[src/rtl/cpu_bus_arbiter.sv]
// CPU-to-system-bus bridge: serialises per-channel CPU requests onto one stb/ack master port.
// Define CPU_BUS_ARB_RR_EN for round-robin arbitration; fixed priority (lowest index) otherwise.
module cpu_bus_arbiter #(
    parameter int unsigned NCH     = 2,
    parameter int unsigned AW      = 32,
    parameter int unsigned DW      = 32,
    parameter int unsigned TIMEOUT = 255
) (
    input  logic              bus_clk_i,
    input  logic              bus_rst_i,
    input  logic [NCH-1:0]    ch_en_i,
    input  logic [NCH-1:0]    ch_wr_i,
    input  logic [NCH*AW-1:0] ch_adr_i,
    input  logic [NCH*DW-1:0] ch_dat_i,
    output logic [NCH*DW-1:0] ch_dat_o,
    output logic [NCH-1:0]    ch_err_o,
    input  logic              err_clr_i,
    output logic              bus_stb_o,
    output logic              bus_we_o,
    output logic [AW-1:0]     bus_adr_o,
    output logic [DW-1:0]     bus_dat_o,
    input  logic [DW-1:0]     bus_dat_i,
    input  logic              bus_ack_i,
    output logic              cpu_clk_o,
    output logic              cpu_rst_o,
    output logic              cpu_pause_o
);

    localparam int unsigned GW = (NCH > 1) ? $clog2(NCH) : 1;
    localparam int unsigned CW = $clog2(TIMEOUT);
    localparam logic [CW-1:0] CNT_LAST = CW'(TIMEOUT - 1);

    typedef enum logic {
        ST_IDLE,
        ST_BUSY
    } state_e;

    state_e              state_q, state_d;
    logic [NCH-1:0]      done_q, done_d;
    logic [NCH-1:0]      err_q, err_d;
    logic [NCH*DW-1:0]   rdat_q, rdat_d;
    logic [GW-1:0]       grant_q, grant_d;
    logic [CW-1:0]       cnt_q, cnt_d;
    logic                stb_q, stb_d;
    logic                we_q, we_d;
    logic [AW-1:0]       adr_q, adr_d;
    logic [DW-1:0]       wdat_q, wdat_d;
    logic [NCH-1:0]      pend;
    logic [GW-1:0]       winner;

    assign pend        = ch_en_i & ~done_q;
    assign cpu_pause_o = |pend;
    assign cpu_clk_o   = bus_clk_i;
    assign cpu_rst_o   = bus_rst_i;

    assign bus_stb_o = stb_q;
    assign bus_we_o  = we_q;
    assign bus_adr_o = adr_q;
    assign bus_dat_o = wdat_q;
    assign ch_dat_o  = rdat_q;
    assign ch_err_o  = err_q;

`ifdef CPU_BUS_ARB_RR_EN
    logic [GW-1:0] last_q, last_d;

    // Search starts just after the previous winner; descending loop leaves the nearest one.
    always_comb begin
        winner = '0;
        for (int k = int'(NCH); k >= 1; k--) begin
            if (pend[(int'(last_q) + k) % int'(NCH)]) begin
                winner = GW'((int'(last_q) + k) % int'(NCH));
            end
        end
    end

    always_comb begin
        last_d = last_q;
        if (state_q == ST_IDLE && (|pend)) begin
            last_d = winner;
        end
    end

    always_ff @(posedge bus_clk_i) begin
        if (bus_rst_i) begin
            last_q <= GW'(NCH - 1);
        end else begin
            last_q <= last_d;
        end
    end
`else
    // Fixed priority: lowest pending index wins.
    always_comb begin
        winner = '0;
        for (int i = int'(NCH) - 1; i >= 0; i--) begin
            if (pend[i]) begin
                winner = GW'(i);
            end
        end
    end
`endif

    always_comb begin
        state_d = state_q;
        done_d  = done_q;
        err_d   = err_q;
        rdat_d  = rdat_q;
        grant_d = grant_q;
        cnt_d   = cnt_q;
        stb_d   = stb_q;
        we_d    = we_q;
        adr_d   = adr_q;
        wdat_d  = wdat_q;

        // Clear first so a same-cycle timeout set takes precedence.
        if (err_clr_i) begin
            err_d = '0;
        end

        case (state_q)
            ST_IDLE: begin
                if (|pend) begin
                    grant_d = winner;
                    adr_d   = ch_adr_i[int'(winner) * int'(AW) +: AW];
                    wdat_d  = ch_dat_i[int'(winner) * int'(DW) +: DW];
                    we_d    = ch_wr_i[winner];
                    stb_d   = 1'b1;
                    cnt_d   = '0;
                    state_d = ST_BUSY;
                end
            end
            ST_BUSY: begin
                if (bus_ack_i) begin
                    done_d[grant_q] = 1'b1;
                    if (!we_q) begin
                        rdat_d[int'(grant_q) * int'(DW) +: DW] = bus_dat_i;
                    end
                    stb_d   = 1'b0;
                    we_d    = 1'b0;
                    state_d = ST_IDLE;
                end else if (cnt_q == CNT_LAST) begin
                    done_d[grant_q] = 1'b1;
                    err_d[grant_q]  = 1'b1;
                    if (!we_q) begin
                        rdat_d[int'(grant_q) * int'(DW) +: DW] = DW'(0);
                    end
                    stb_d   = 1'b0;
                    we_d    = 1'b0;
                    state_d = ST_IDLE;
                end else begin
                    cnt_d = cnt_q + CW'(1);
                end
            end
            default: state_d = ST_IDLE;
        endcase

        // CPU advances whenever nothing is pending; the next step starts clean.
        if (!cpu_pause_o) begin
            done_d = '0;
        end
    end

    always_ff @(posedge bus_clk_i) begin
        if (bus_rst_i) begin
            state_q <= ST_IDLE;
            done_q  <= '0;
            err_q   <= '0;
            rdat_q  <= '0;
            grant_q <= '0;
            cnt_q   <= '0;
            stb_q   <= 1'b0;
            we_q    <= 1'b0;
            adr_q   <= '0;
            wdat_q  <= '0;
        end else begin
            state_q <= state_d;
            done_q  <= done_d;
            err_q   <= err_d;
            rdat_q  <= rdat_d;
            grant_q <= grant_d;
            cnt_q   <= cnt_d;
            stb_q   <= stb_d;
            we_q    <= we_d;
            adr_q   <= adr_d;
            wdat_q  <= wdat_d;
        end
    end

endmodule
[config.mk]
export PLATFORM = sky130hd
export DESIGN_NAME = cpu_bus_arbiter
export DESIGN_NICKNAME = d
export VERILOG_FILES = /design/src/rtl/cpu_bus_arbiter.sv
export SDC_FILE = /design/constraint.sdc
export NUM_CORES = 1
export LEC_CHECK = 0
export CAP_MARGIN = 10
export CORE_ASPECT_RATIO = 0.6
export CORE_MARGIN = 5
export CORE_UTILIZATION = 40
export CTS_CLUSTER_SIZE = 40
export DETAILED_ROUTE_END_ITERATION = 10
export PLACE_DENSITY = 0.8
export SETUP_SLACK_MARGIN = 0.05
export SLEW_MARGIN = 0
export SYNTH_ARGS = -nofsm -noshare
export SYNTH_HDL_FRONTEND = slang
export SYNTH_SLANG_ARGS = --single-unit
[constraint.sdc]
create_clock -name bus_clk_i -period 2.1 [get_ports bus_clk_i]
set_input_delay 0.315 -clock bus_clk_i [delete_from_list [all_inputs] [get_ports bus_clk_i]]
set_output_delay 0.315 -clock bus_clk_i [all_outputs]
set_load 0.03 [all_outputs]
==> metrics.cfg <==
[die]
die-area_sq_um=17600
rows=34
core_region_area_sq_um=14600
die_height_um=105
die_w_um=168
ioPinCount=303
start_util=0.411

[route]
route.detailed.wl_per_inst_um=17.3
vias=6470
drtIter0Drc=532
vias_per_cell=5.32
drc=0
ant_nets=0
first_pass_iters=5
drt_wl_total_mm=21.0

[clocking]
hold_buffers=0
cts_tree=built
path_clk_slew_ns=0.06
worstSkewPairLatency_ns=0.52

[setup_path]
cp-end-kind=primary output
worstPathRequired_ns=1.78
reg2reg_setup_slack_ns=0.28
rr_endpoint=ch_dat_o[40]
r2r-start=cnt_q[0]
critPathKind=clock port to primary output
r2r_cells=6
cp_max_fo=2
cp.arrival_ns=1.64
start_kind=clock port

[synth]
ys_ff_latch=144
netlist_instances=735
seq_area_frac_synth=0.481
syn-cell-area_sq_um=6000
ys.warnings.count=0
synth_nets=905
synth.avg_cell_area_sq_um=8.16
synth-edff-count=0
synthArstFlopShare=0
synthFlopType=dfxtp_1
synth.distinct_cells=43

[power]
p_leak_nw=3.55
cellPowerDensity_nw_per_um2=822
ir_drop_v=0.000534

[global_routing]
antenna_found_initial=0
grt_pass1_vias=6282
grt_pass1_wl_mm=33.4
grt_max_degree=76
grt_usage=0.230
grt_overflow=0

[sta]
hold_viol=0
setup_viol=0
maxSlewViolCount=0
finClkSkew_ns=0.0163
whs_ns=0.188
setup_tns_ns=0
rsz0062_at_grt=no
max_slew_margin=0.577
tightest_slew_ns=0.634

[status]
status=complete, no violations

[layout]
final_common_cell=clkdlybuf4s50_1
insertedDiodeCount=0
nNetsFinal=1176
syn2layout_area_growth_pct=62.7
fillers=1212
layout_common_cells=296 x clkdlybuf4s50_1, 144 x dfxtp_1, 131 x a21oi_1
drive_gt1_frac=0.0667
multiInputGateArea_sq_um=2750
regArea_sq_um=2880

[place]
gp_congestion=0.889
hpwl_mm=14.8
port_buffers=302

[min_path]
hold_depth=2
min_from=bus_rst_i
hold_end=ch_err_o[1]
hold_class=input port to register

[job]
max_cap_violations=0

[critical path: stages]
cell and delay (ns):
clkbuf_16 0.12, clkbuf_16 0.13, dlygate4sd2_1 0.35
[layout make-up]
| type | count | share of cell area |
|---|---|---|
| Multi-Input combinational cell | 517 | 0.282 |
| Inverter | 3 | 0.00115 |
| Timing Repair Buffer | 319 | 0.330 |
| Clock buffer | 22 | 0.0536 |
| Clock inverter | 14 | 0.0123 |
| Sequential cell | 144 | 0.296 |
| Tap cell | 198 | 0.0254 |
[cells in the mapped netlist, types with 2 or more instances]
cell	number	share of area
nor2_1	75	0.047
nand3b_1	2	0.0025
nand4_1	2	0.0021
o211ai_1	3	0.0038
nand2_1	69	0.043
nand2b_1	5	0.0052
inv_1	2	0.0013
xor2_1	4	0.0058
nor3b_2	2	0.0042
nand3_1	68	0.057
o21ai_0	5	0.0042
buf_4	11	0.014
ha_1	2	0.0042
nor3_1	2	0.0017
and2_1	2	0.0021
buf_6	6	0.011
dfxtp_1	144	0.48
clkbuf_1	32	0.020
a211oi_1	63	0.079
o21ai_1	61	0.051
buf_2	21	0.018
a21oi_1	131	0.11
a31oi_1	3	0.0031
[sequential cells by signal, summed over array words and instances (netlist names), 2 cells and up]
name and flops:
ch_dat_o 64, bus_adr_o 32, bus_dat_o 32, cnt_q 8, ch_err_o 2, done_q 2
[logic make-up (layout without fill, tap and decap cells)]
logic type	count (synthesis)	in the layout	share of synthesized area
AND/OR/NAND/NOR	235	235	0.176
buffers and inverters	74	358	0.0651
AO/OA/AOI/OAI	275	275	0.267
adder cells (fa/ha/maj)	2	2	0.00417
XOR/XNOR	4	4	0.00584
multiplexers	1	1	0.00167
flip-flops	144	144	0.481
[worst max-delay path by stage]
stage / end / startpoint / depth (start not counted)
floorplan: cpu_clk_o / bus_clk_i / 1
global placement: cpu_clk_o / bus_clk_i / 1
detailed placement: cpu_clk_o / bus_clk_i / 1
CTS: cpu_clk_o / bus_clk_i / 3
global route: cpu_clk_o / bus_clk_i / 3
finish: cpu_clk_o / bus_clk_i / 3
[power by group]
part / leakage (nW) / switching [W] / total (W) / internal (W)
Combinational: 2.06 / 0.000972 / 0.00178 / 0.000806
Sequential: 1.18 / 0.000105 / 0.00302 / 0.00291
Clock: 0.312 / 0.00137 / 0.00322 / 0.00185
[per-layer routing]
layer  vias to the layer above  GRT usage  share of wire
li1                       3147          -              -
met1                      3026      0.294           0.43
met2                       265      0.371           0.47
met3                        32     0.0785          0.086
met4                         0     0.0695          0.018
met5                         -          0              0
[repair_timing]
action	4_1_cts	5_1_grt
buffers inserted	0	0
resized for setup	2	0
setup endpoints to repair	2	0
[per-stage QoR]
stage               instance area, sq um  instances  power [W]   util  setup WS [ns]
floorplan                           6000        735    0.00407      -          0.590
finish                              9750       1217    0.00802  0.668          0.143
CTS                                 9750       1217    0.00808  0.668          0.137
global placement                    9120       1182    0.00492  0.625          0.171
detailed placement                  9120       1182    0.00494  0.625          0.171
global route                        9750       1217    0.00835  0.668          0.136
No activity file was read; power rests on OpenSTA's default activity.
